File: src/rtl/mul_div_unit.sv
// ============================================================================
// mul_div_unit : iterative MIPS multiply/divide unit owning the HI/LO pair.
// Optional macro MDU_DIVZERO_FLAG_EN adds a DivZero status output.
// Revision: 1.0
// ============================================================================
`default_nettype none

module mul_div_unit #(
  parameter int WIDTH = 32,
  parameter int CNT_W = 6
) (
  input  logic             CLK,
  input  logic             Reset,
  input  logic             Start,
  input  logic [2:0]       Op,
  input  logic [WIDTH-1:0] BusA,
  input  logic [WIDTH-1:0] BusB,
  output logic             Busy,
  output logic             Done,
  output logic [WIDTH-1:0] Hi,
  output logic [WIDTH-1:0] Lo
`ifdef MDU_DIVZERO_FLAG_EN
  ,
  output logic             DivZero
`endif
);

  localparam logic [2:0] c_OP_MULT  = 3'b000;
  localparam logic [2:0] c_OP_MULTU = 3'b001;
  localparam logic [2:0] c_OP_DIV   = 3'b010;
  localparam logic [2:0] c_OP_DIVU  = 3'b011;
  localparam logic [2:0] c_OP_MTHI  = 3'b100;
  localparam logic [2:0] c_OP_MTLO  = 3'b101;

  typedef enum logic [1:0] {
    S_IDLE = 2'd0,
    S_RUN  = 2'd1,
    S_FIX  = 2'd2,
    S_DONE = 2'd3
  } state_t;

  state_t             r_state;
  logic [CNT_W-1:0]   r_cnt;
  logic               r_is_div;
  logic               r_sign_a;
  logic               r_sign_b;
  logic [WIDTH-1:0]   r_b;
  logic [2*WIDTH-1:0] r_acc;
  logic [WIDTH-1:0]   r_rem;

  // Operand magnitudes; the most-negative value maps onto itself, which is
  // exactly its unsigned magnitude.
  logic               w_signed;
  logic               w_sa;
  logic               w_sb;
  logic [WIDTH-1:0]   w_mag_a;
  logic [WIDTH-1:0]   w_mag_b;

  assign w_signed = ~Op[0];
  assign w_sa     = w_signed & BusA[WIDTH-1];
  assign w_sb     = w_signed & BusB[WIDTH-1];
  assign w_mag_a  = w_sa ? -BusA : BusA;
  assign w_mag_b  = w_sb ? -BusB : BusB;

  // Multiply step: r_acc = {partial product, remaining multiplier bits}.
  logic [WIDTH-1:0]   w_addend;
  logic [WIDTH:0]     w_sum;

  assign w_addend = r_acc[0] ? r_b : '0;
  assign w_sum    = {1'b0, r_acc[2*WIDTH-1:WIDTH]} + {1'b0, w_addend};

  // Restoring divide step: r_acc low half shifts dividend out, quotient in.
  logic [WIDTH:0]     w_shift;
  logic [WIDTH:0]     w_diff;
  logic               w_borrow;

  assign w_shift  = {r_rem, r_acc[WIDTH-1]};
  assign w_diff   = w_shift - {1'b0, r_b};
  assign w_borrow = w_diff[WIDTH];

  logic               w_neg;
  logic               w_divzero;
  logic [2*WIDTH-1:0] w_prod_fix;
  logic [WIDTH-1:0]   w_quo_fix;
  logic [WIDTH-1:0]   w_rem_fix;

  assign w_neg      = r_sign_a ^ r_sign_b;
  assign w_divzero  = (r_b == '0);
  assign w_prod_fix = w_neg ? -r_acc : r_acc;
  assign w_quo_fix  = w_divzero ? '1 :
                      (w_neg ? -r_acc[WIDTH-1:0] : r_acc[WIDTH-1:0]);
  assign w_rem_fix  = r_sign_a ? -r_rem : r_rem;

  always_ff @(posedge CLK) begin
    if (Reset) begin
      r_state  <= S_IDLE;
      r_cnt    <= '0;
      r_is_div <= 1'b0;
      r_sign_a <= 1'b0;
      r_sign_b <= 1'b0;
      r_b      <= '0;
      r_acc    <= '0;
      r_rem    <= '0;
      Busy     <= 1'b0;
      Done     <= 1'b0;
      Hi       <= '0;
      Lo       <= '0;
`ifdef MDU_DIVZERO_FLAG_EN
      DivZero  <= 1'b0;
`endif
    end else begin
      case (r_state)
        S_IDLE: begin
          if (Start) begin
            case (Op)
              c_OP_MULT, c_OP_MULTU, c_OP_DIV, c_OP_DIVU: begin
                r_state  <= S_RUN;
                r_cnt    <= CNT_W'(WIDTH);
                Busy     <= 1'b1;
                r_is_div <= Op[1];
                r_sign_a <= w_sa;
                r_sign_b <= w_sb;
                r_rem    <= '0;
                if (Op[1]) begin
                  r_acc <= {{WIDTH{1'b0}}, w_mag_a};
                  r_b   <= w_mag_b;
                end else begin
                  r_acc <= {{WIDTH{1'b0}}, w_mag_b};
                  r_b   <= w_mag_a;
                end
`ifdef MDU_DIVZERO_FLAG_EN
                DivZero <= 1'b0;
`endif
              end
              c_OP_MTHI: begin
                Hi <= BusA;
`ifdef MDU_DIVZERO_FLAG_EN
                DivZero <= 1'b0;
`endif
              end
              c_OP_MTLO: begin
                Lo <= BusA;
`ifdef MDU_DIVZERO_FLAG_EN
                DivZero <= 1'b0;
`endif
              end
              default: ;
            endcase
          end
        end
        S_RUN: begin
          r_cnt <= r_cnt - 1'b1;
          if (r_is_div) begin
            r_rem              <= w_borrow ? w_shift[WIDTH-1:0] : w_diff[WIDTH-1:0];
            r_acc[WIDTH-1:0]   <= {r_acc[WIDTH-2:0], ~w_borrow};
          end else begin
            r_acc <= {w_sum, r_acc[WIDTH-1:1]};
          end
          if (r_cnt == CNT_W'(1)) begin
            r_state <= S_FIX;
          end
        end
        S_FIX: begin
          if (r_is_div) begin
            Hi <= w_rem_fix;
            Lo <= w_quo_fix;
          end else begin
            Hi <= w_prod_fix[2*WIDTH-1:WIDTH];
            Lo <= w_prod_fix[WIDTH-1:0];
          end
`ifdef MDU_DIVZERO_FLAG_EN
          DivZero <= r_is_div & w_divzero;
`endif
          Done    <= 1'b1;
          r_state <= S_DONE;
        end
        S_DONE: begin
          Done    <= 1'b0;
          Busy    <= 1'b0;
          r_state <= S_IDLE;
        end
        default: r_state <= S_IDLE;
      endcase
    end
  end

endmodule

`default_nettype wire
File: config.mk
export PLATFORM = sky130hd
export DESIGN_NAME = mul_div_unit
export DESIGN_NICKNAME = d
export VERILOG_FILES = /design/src/rtl/mul_div_unit.sv
export SDC_FILE = /design/constraint.sdc
export NUM_CORES = 1
export LEC_CHECK = 0
export CAP_MARGIN = 20
export CELL_PAD_IN_SITES_DETAIL_PLACEMENT = 0
export CELL_PAD_IN_SITES_GLOBAL_PLACEMENT = 1
export CORE_UTILIZATION = 40
export CTS_CLUSTER_DIAMETER = 100
export DETAILED_ROUTE_END_ITERATION = 7
export GPL_ROUTABILITY_DRIVEN = 0
export GPL_TIMING_DRIVEN = 1
export PLACE_DENSITY_LB_ADDON = 0.1
export SYNTH_ARGS = -nofsm -noshare
export SYNTH_HDL_FRONTEND = slang
export SYNTH_SLANG_ARGS = --single-unit
File: constraint.sdc
create_clock -name CLK -period 3.7 [get_ports CLK]
set_clock_uncertainty 0.15 [all_clocks]
set_input_delay 0.74 -clock CLK [delete_from_list [all_inputs] [get_ports CLK]]
set_output_delay 0.74 -clock CLK [all_outputs]
set_load 0.02 [all_outputs]
==> Word level (Yosys, flattened, before mapping) <==
Index checks and enable logic that the tools add are counted.
Widths: inputs -> output; s select.
{ "totals": {"ff_bits": 205, "in_bits": 70, "out_inout_bits": 66, "wordCells": 96} }
{ "classes": {"addsub": 8, "eq_ne": 16, "n_mux": 38, "n_bitwise": 5, "reduce_logical": 16} }
{ "op_table": {"columns": ["operator", "count"], "rows": [
  ["$mux 32", 20],
  ["$mux 64", 3],
  ["$pmux 32 s2", 3],
  ["$neg 32->32", 4],
  ["$pmux 64 s2", 1],
  ["$neg 64->64", 1],
  ["$add 32x32->33", 1],
  ["$sub 33x32->33", 1],
  ["$logic_not 32->1", 1],
  ["$reduce_and 3->1", 6],
  ["$mux 6", 2],
  ["$pmux 6 s2", 1],
  ["$ne 2x2->1 const B", 4],
  ["$pmux 2 s4", 1],
  ["$reduce_and 4->1", 2],
  ["$reduce_bool 2->1", 4],
  ["$eq 3x2->1 const B", 2],
  ["$eq 3x3->1 const B", 2],
  ["$eq 6x1->1 const B", 1],
  ["$mux 2", 3],
  ["$ne 2x1->1 const B", 3],
  ["$sub 6x1->6 const B", 1],
  ["$eq 2x2->1 const B", 2],
  ["$pmux 1 s2", 2],
  ["9 further kinds", 12]
]} }

==> Depth between registers and ports, before layout <==
Gate-level depths: netlist of the first run.
{ "logic_depth": {"ltp_word": 7, "ltp_mapped": 15, "mapped_depth_nobuf": 14} }

==> Worst setup path before layout of the first run <==
No wires, ideal clock.
{ "synth_path": {"path_type": "register to register", "from": "reg r_acc[0]", "to": "reg r_acc[63]", "setup_ns": 0.132, "arrival_time_ns": 3.178, "required_time_ns": 3.418, "path_slack_ns": 0.241, "path_stages_with_launch": 16, "path_buffers": 2, "synth_period_minus_slack_ns": 3.459, "cell_sequence": "dfxtp_1 -> clkbuf_1 -> inv_1 -> clkbuf_1 -> nor2_1 -> ha_1 -> a21o_1 -> a21oi_1 -> o21bai_1 -> a31oi_1 -> o21ai_1 -> a221oi_1 -> o21ai_1 -> a221o_1 -> a221oi_1 -> nor3_1"} }
{ "synth_via": {"elab_chain_len": 4} }
{ "synth_lines": {"columns": ["element", "line_no", "rtl"], "rows": [
  ["start, declared", "48", "logic [2*WIDTH-1:0] r_acc;"],
  ["start signal, assigned", "125", "r_acc <= {{WIDTH{1'b0}}, w_mag_a};"],
  ["start signal, assigned", "128", "r_acc <= {{WIDTH{1'b0}}, w_mag_b};"],
  ["start signal, assigned by index", "155", "r_acc[WIDTH-1:0] <= {r_acc[WIDTH-2:0], ~w_borrow};"],
  ["$mux 32", "69", "assign w_addend = r_acc[0] ? r_b : '0;"],
  ["$add 32x32->33", "70", "assign w_sum = {1'b0, r_acc[2*WIDTH-1:WIDTH]} + {1'b0, w_addend};"],
  ["$mux 32", "153", "if (r_is_div) begin"],
  ["$pmux 64 s2", "112", "case (r_state)"]
]} }
No other way between the ends. The select of a mux whose other input is x is not followed.
A chain may end at the register's enable or synchronous reset.

==> Worst setup path after layout of the first run <==
{ "layout_path": {"from": "reg r_acc[15]", "to": "reg Hi[16]"} }
{ "layout_via": {"elab_chain_len": 4} }
{ "layout_lines": {"columns": ["element", "line_no", "rtl"], "rows": [
  ["$neg 64->64", "89", "assign w_prod_fix = w_neg ? -r_acc : r_acc;"],
  ["$mux 64", "89", null],
  ["$mux 32", "164", "if (r_is_div) begin"],
  ["$pmux 32 s2", "112", null],
  ["end signal, assigned", "136", "Hi <= BusA;"],
  ["end signal, assigned", "165", "Hi <= w_rem_fix;"],
  ["end signal, assigned", "168", "Hi <= w_prod_fix[2*WIDTH-1:WIDTH];"],
  ["end, declared", "20", "output logic [WIDTH-1:0] Hi,"]
]} }
No other way between the ends.

==> results of run 1 <==
timing repair:
item                                    4_1_cts  5_1_grt
endpoints found under the setup margin        6       33
endpoints found under the hold margin         0        0
pin swaps                                     0        1
gates resized for setup                       1       12
buffers inserted                              0        2
gates cloned                                  0        0
state kept, by name, summed over array words and instances, names as in the netlist:
| signal | count |
|---|---|
| r_state | 2 |
| Lo | 32 |
| r_cnt | 6 |
| Hi | 32 |
| r_sign_b | 1 |
| r_acc | 64 |
| Done | 1 |
| r_sign_a | 1 |
| r_b | 32 |
| Busy | 1 |
| r_is_div | 1 |
| r_rem | 32 |
power breakdown:
part	leakage, nW	internal, mW	total (mW)	switching (mW)
Combinational	5.89	1.76	4.61	2.85
Sequential	1.67	2.48	2.77	0.296
Clock	0.416	1.61	2.68	1.07
cell type report:
class	instances	area, um2	share of cell area [%]
Multi-Input combinational cell	1804	11600	56.9
Sequential cell	205	4110	20.2
Timing Repair Buffer	329	2840	14.0
Clock buffer	36	708	3.48
Tap cell	525	657	3.23
Inverter	75	282	1.38
Clock inverter	10	169	0.831
logic make-up after synthesis:
| logic type | after synthesis | share of synthesized area [%] |
|---|---|---|
| adder cells (fa/ha/maj) | 76 | 5.88 |
| flip-flops | 205 | 25.0 |
| buffers and inverters | 229 | 5.42 |
| multiplexers | 54 | 3.44 |
| XOR/XNOR | 202 | 10.9 |
| AO/OA/AOI/OAI | 735 | 28.4 |
| AND/OR/NAND/NOR | 737 | 21.0 |
path summary, 6_finish.rpt:
kind                                            end
worst min register to register  Lo[16]$_SDFFE_PP0P_
worst max-delay path            Hi[16]$_SDFFE_PP0P_
worst min-delay path            Lo[16]$_SDFFE_PP0P_
worst max register to register  Hi[16]$_SDFFE_PP0P_
layout by cell type, fill, tap and decap left out, types with 9 or more instances in the layout:
master	count
sky130_fd_sc_hd__nor2_1	276
sky130_fd_sc_hd__a21oi_1	232
sky130_fd_sc_hd__nand2_1	222
sky130_fd_sc_hd__dfxtp_1	204
sky130_fd_sc_hd__buf_4	192
sky130_fd_sc_hd__o21ai_0	162
sky130_fd_sc_hd__clkdlybuf4s50_1	133
sky130_fd_sc_hd__xnor2_1	109
sky130_fd_sc_hd__xor2_1	90
sky130_fd_sc_hd__a211oi_1	74
sky130_fd_sc_hd__inv_1	72
sky130_fd_sc_hd__ha_1	72
sky130_fd_sc_hd__nor3_1	62
sky130_fd_sc_hd__mux2i_1	34
sky130_fd_sc_hd__o211ai_1	30
sky130_fd_sc_hd__a21o_1	30
sky130_fd_sc_hd__o31ai_1	29
sky130_fd_sc_hd__o221ai_1	27
sky130_fd_sc_hd__clkbuf_16	26
sky130_fd_sc_hd__nand2b_1	24
sky130_fd_sc_hd__nor4_1	21
sky130_fd_sc_hd__mux2_2	20
sky130_fd_sc_hd__a31oi_1	19
sky130_fd_sc_hd__nand3_1	19
sky130_fd_sc_hd__nor2b_1	16
sky130_fd_sc_hd__or3_1	16
sky130_fd_sc_hd__nand4_1	16
sky130_fd_sc_hd__o41ai_1	12
sky130_fd_sc_hd__o21a_1	11
sky130_fd_sc_hd__or4_1	11
sky130_fd_sc_hd__a22oi_1	10
sky130_fd_sc_hd__nor3b_1	10
sky130_fd_sc_hd__o21bai_1	9
layer usage:
| layer | wire length (um) | part of all wire, % | vias up |
|---|---|---|---|
| met5 | 0 | 0 | - |
| met2 | 28100 | 41 | 807 |
| met1 | 32300 | 47 | 8415 |
| met4 | 2140 | 3.1 | 0 |
| li1 | - | - | 8476 |
| met3 | 6020 | 8.8 | 99 |
metrics by stage:
step	instances	util, %	total power [mW]	worst slack, ps	hold slack [ps]
floorplan	2238	-	5.50	241	282
global placement	2936	48.3	7.21	-199	291
detailed placement	2936	48.3	7.23	-196	295
CTS	2982	50.5	9.92	37.3	302
global route	2984	50.7	10.5	-3.36	309
finish	2984	50.7	10.1	103	301
worst max-delay path: stages (launching register included):
cell                       delay [ps]
sky130_fd_sc_hd__dfxtp_1          310
sky130_fd_sc_hd__nor4_1           640
sky130_fd_sc_hd__buf_4            250
sky130_fd_sc_hd__nor4b_4          440
sky130_fd_sc_hd__nand4_1          280
sky130_fd_sc_hd__nor2_1           400
sky130_fd_sc_hd__a21oi_1          140
sky130_fd_sc_hd__xor2_1           160
sky130_fd_sc_hd__nor2_1            50
sky130_fd_sc_hd__a21oi_1          310
sky130_fd_sc_hd__mux2i_1          140
sky130_fd_sc_hd__a211oi_1         240
==> out/results.tsv, run 1 <==
metric	value	unit
outcome	finished clean	
first-pass GRT wire length	101	mm
sum of net half-perimeters after detailed placement	53.7	mm
PD cells	495	mW/mm2
endpoint class of the critical path	register	
Highest Clock Rate	278	MHz
number of rows created at floorplan	73	
required time at the endpoint of the critical path	4020	ps
crit path DAT	3920	ps
count of cells along the worst register-to-register path	11	
port bufs	135	
number of buffers inserted for hold repair after clock tree synthesis	0	
initial antenna violation count	0	
leakage	7.97	nW
global routing met2 resource utilization	45.7	%
slack of the worst reg-to-reg path	100	ps
final number of hold-violating endpoints	0	
Crit Reg-Reg Startpoint	r_acc[15]$_SDFFE_PP0P_	
Diodes inserted	0	
Initial Utilization	41.0	%
maximum net fanout on the critical path	9	
fraction of registers with async set/reset	0	%
relative slew slack	37.5	%
pin count of the biggest net entering global routing	81	
kind of start point of the critical path	register	
total number of vias	17800	
fraction of final layout cells with drive strength greater than 1	12.6	%
worst hold path depth	2	
Synthesized Nets	2384	
TritonCTS clock tree	built	
clock insertion delay at the later pin of the skew report	570	ps
Die Width	205	um
clock root cell	sky130_fd_sc_hd__clkbuf_16	
grt met3 use	4.41	%
Worst-path clk slew	60	ps
flops & latches, synth	205	
Detailed Route WL	68.5	mm
leading post-synthesis cells by cell area	sky130_fd_sc_hd__dfxtp_1 25%, sky130_fd_sc_hd__a21oi_1 7.2%, sky130_fd_sc_hd__nor2_1 6.3%	
part of the Yosys area used for sequential elements	25.0	%
total track usage	31.9	%
ranking of synthesized cells by instance count	277 x sky130_fd_sc_hd__nor2_1, 235 x sky130_fd_sc_hd__a21oi_1, 222 x sky130_fd_sc_hd__nand2_1, 205 x sky130_fd_sc_hd__dfxtp_1, 163 x sky130_fd_sc_hd__o21ai_0	
Least-Margin Pin Slew	937	ps
via count of the first global-routing pass	15800	
Post-Syn Instances	2238	
number of clock sinks seen by CTS	205	
maximum buffer depth of the clock tree	3	
met1 track demand over resource in global routing	48.5	%
grt ovf	0	
router iterations before antenna repair	5	
Area Overhead vs Synth	23.8	%
post-detailed-route wirelength per cell	23.0	um
startpoint of the most critical setup path	r_acc[15]$_SDFFE_PP0P_	
worst min-delay path category	reg -> reg	
most common cell in the netlist	sky130_fd_sc_hd__nor2_1	
warnings from Yosys	0	
placement-stage cell area	0.0194	mm2
cell type with the highest aggregate area in the netlist	sky130_fd_sc_hd__dfxtp_1	
Final Cycle Share	97.2	%
number of buffers created by CTS	26	
setup TNS	0	ps
Hold Path Origin	Lo[16]$_SDFFE_PP0P_	
die area	0.0419	mm2
Die Y-Extent	205	um
number of nets at the end of the flow	2587	
final setup violation count	0	
most crowded layer after global routing	met1	
Detail Route Antenna Nets	0	
Synth top area share	25.0	%
VDD IR max	0.353	mV
Setup CP Type	reg -> reg	
Vias per Instance	5.96	
CTS H-Tree Depth	1	
mean post-synth cell area	7.34	um2
I/O pins	136	
# fillers	3998	
commonest register cell after synthesis	sky130_fd_sc_hd__dfxtp_1	
final critical path time including I/O delays and setup	3600	ps
number of DRC markers after the initial detailed-route iteration	2198	
number of enable flip-flop cells after synthesis	0	
fin. max-slew vios	0	
post-detailed-route DRC marker count	0	
Post-Synthesis Cell Area	0.0164	mm2
Floorplan Core Area	0.0401	mm2
count of cell types in the netlist	83	
reported max-cap violation count	0	
final instance area	0.0203	mm2
Power figures use the tool's default switching activity.
==> inputs of run 2 (changes only) <==
SKIP_CTS_REPAIR_TIMING = 1   (was default)
==> run 2 against run 1 <==
Against the previous run:
- via count decreased by 0.35%
- cell count about the same
- fmax up 0.14%
- critical path type unchanged
- largest power group unchanged
- highest routed layer unchanged
==> out/results.tsv, run 2 (synthesis results as in run 1) <==
metric	value	unit
leakage	7.96	nW
Total Power	10.0	mW
Initial Utilization	41.0	%
Final Util	50.6	%
relative slew slack	37.6	%
fin. max-slew vios	0	
kind of start point of the critical path	register	
Least-Margin Pin Slew	935	ps
clock insertion delay at the later pin of the skew report	570	ps
number of nets at the end of the flow	2586	
final number of hold-violating endpoints	0	
total number of vias	17700	
maximum net fanout on the critical path	22	
number of rows created at floorplan	73	
clock root cell	sky130_fd_sc_hd__clkbuf_16	
Die Width	205	um
VDD IR max	0.354	mV
final setup violation count	0	
required time at the endpoint of the critical path	3930	ps
Detailed Route WL	68.5	mm
CTS H-Tree Depth	1	
Setup CP Type	reg -> reg	
total track usage	31.9	%
Critical Path, Cell by Cell	inv_1 -> ha_1 -> a2111oi_0 -> nor3_1 -> o21ai_2 -> a221o_1 -> a31oi_2 -> a211o_2 -> xnor2_4 -> buf_12 -> nor2_1 -> a21oi_1 -> o21ai_0	
# fillers	4002	
Diodes inserted	0	
leading cell types in the layout, fill and taps excluded	276 x sky130_fd_sc_hd__nor2_1, 230 x sky130_fd_sc_hd__a21oi_1, 222 x sky130_fd_sc_hd__nand2_1, 204 x sky130_fd_sc_hd__dfxtp_1, 192 x sky130_fd_sc_hd__buf_4	
number of DRC markers after the initial detailed-route iteration	2084	
initial antenna violation count	0	
Highest Clock Rate	278	MHz
register containing the most flip-flops in the final layout	r_acc	
Final Cycle Share	97.1	%
Crit path largest cell delay	500	ps
first-pass GRT wire length	101	mm
Floorplan Core Area	0.0401	mm2
Detail Route Antenna Nets	0	
via count of the first global-routing pass	15800	
TritonCTS clock tree	built	
Vias per Instance	5.95	
I/O pins	136	
most common library cell in the layout ignoring fill and taps	sky130_fd_sc_hd__nor2_1	
die area	0.0419	mm2
router iterations before antenna repair	5	
Worst-path clk slew	60	ps
post-detailed-route wirelength per cell	23.0	um
grt ovf	0	
final critical path time including I/O delays and setup	3590	ps
number of buffers created by CTS	26	
worst min-delay path category	reg -> reg	
fraction of final layout cells with drive strength greater than 1	12.7	%
PD cells	493	mW/mm2
number of clock sinks seen by CTS	205	
maximum buffer depth of the clock tree	3	
post-detailed-route DRC marker count	0	
port bufs	135	
max FFs per register	64	
Area Overhead vs Synth	23.6	%
pin count of the biggest net entering global routing	81	
Critical-path top delay cell	sky130_fd_sc_hd__a2111oi_0	
Die Y-Extent	205	um
crit path DAT	3830	ps
endpoint class of the critical path	register	
reported max-cap violation count	0	
sum of net half-perimeters after detailed placement	53.7	mm
outcome	finished clean	
-- run 2: cell types whose count changed in the layout (fill, tap and decap cells not counted) --
cell / before / now
sky130_fd_sc_hd__a211o_2: 0 / 1
sky130_fd_sc_hd__a211o_4: 1 / 0
sky130_fd_sc_hd__a21oi_1: 232 / 230
sky130_fd_sc_hd__a21oi_2: 3 / 5
sky130_fd_sc_hd__a31oi_2: 1 / 2
sky130_fd_sc_hd__a31oi_4: 1 / 0
sky130_fd_sc_hd__buf_12: 3 / 2
sky130_fd_sc_hd__nor4_2: 1 / 2
sky130_fd_sc_hd__nor4_4: 3 / 2
sky130_fd_sc_hd__o21ai_1: 7 / 6
sky130_fd_sc_hd__o21ai_2: 3 / 4
-- run 2: area by class of cell --
type	count	area [um2]	share of cell area [%]
Clock inverter	10	169	0.832
Inverter	75	282	1.39
Sequential cell	205	4110	20.2
Multi-Input combinational cell	1804	11600	56.9
Clock buffer	36	708	3.49
Timing Repair Buffer	328	2820	13.9
Tap cell	525	657	3.24
-- run 2: through the flow --
step / worst slack [ps] / hold WS, ps / setup TNS, ps / instances / area, um2
floorplan: 241 / 282 / 0 / 2238 / 16400
global placement: -199 / 291 / -1710 / 2936 / 19400
detailed placement: -196 / 295 / -2080 / 2936 / 19400
CTS: -107 / 302 / -261 / 2982 / 20200
global route: -35.3 / 309 / -100 / 2983 / 20300
finish: 108 / 300 / 0 / 2983 / 20300
-- run 2: worst paths after layout --
| kind | cells after the start | slack [ps] | start | end |
|---|---|---|---|---|
| setup / recovery | 13 | 110 | r_b[7]$_SDFFE_PP0P_ | r_rem[5]$_SDFFE_PP0P_ |
| hold / removal | 2 | 300 | Lo[16]$_SDFFE_PP0P_ | Lo[16]$_SDFFE_PP0P_ |
| setup reg to reg | 13 | 110 | r_b[7]$_SDFFE_PP0P_ | r_rem[5]$_SDFFE_PP0P_ |
| hold reg to reg | 2 | 300 | Lo[16]$_SDFFE_PP0P_ | Lo[16]$_SDFFE_PP0P_ |
-- run 2: layer usage --
metal / up-vias / GRT usage (%) / wire length [um]
li1: 8483 / - / -
met1: 8343 / 48.5 / 32100
met2: 802 / 45.8 / 28200
met3: 107 / 4.30 / 6080
met4: 0 / 9.25 / 2120
met5: - / 0 / 0
-- run 2: worst max-delay path, delay by kind of cell, from the launching register on --
kind	cells	cell delay, ps
and+or+nand+nor	2	170
DFF	1	350
adders and majority gates	1	350
buffers and inverters	2	290
xor gates and xnor gates	1	420
AOI/OAI and AO/OA	7	1690
-- run 2: power by group --
| group | total (mW) | switching, mW | internal, mW |
|---|---|---|---|
| Sequential | 2.77 | 0.293 | 2.48 |
| Combinational | 4.57 | 2.83 | 1.74 |
| Clock | 2.68 | 1.06 | 1.61 |
| Total | 10.0 | 4.19 | 5.83 |
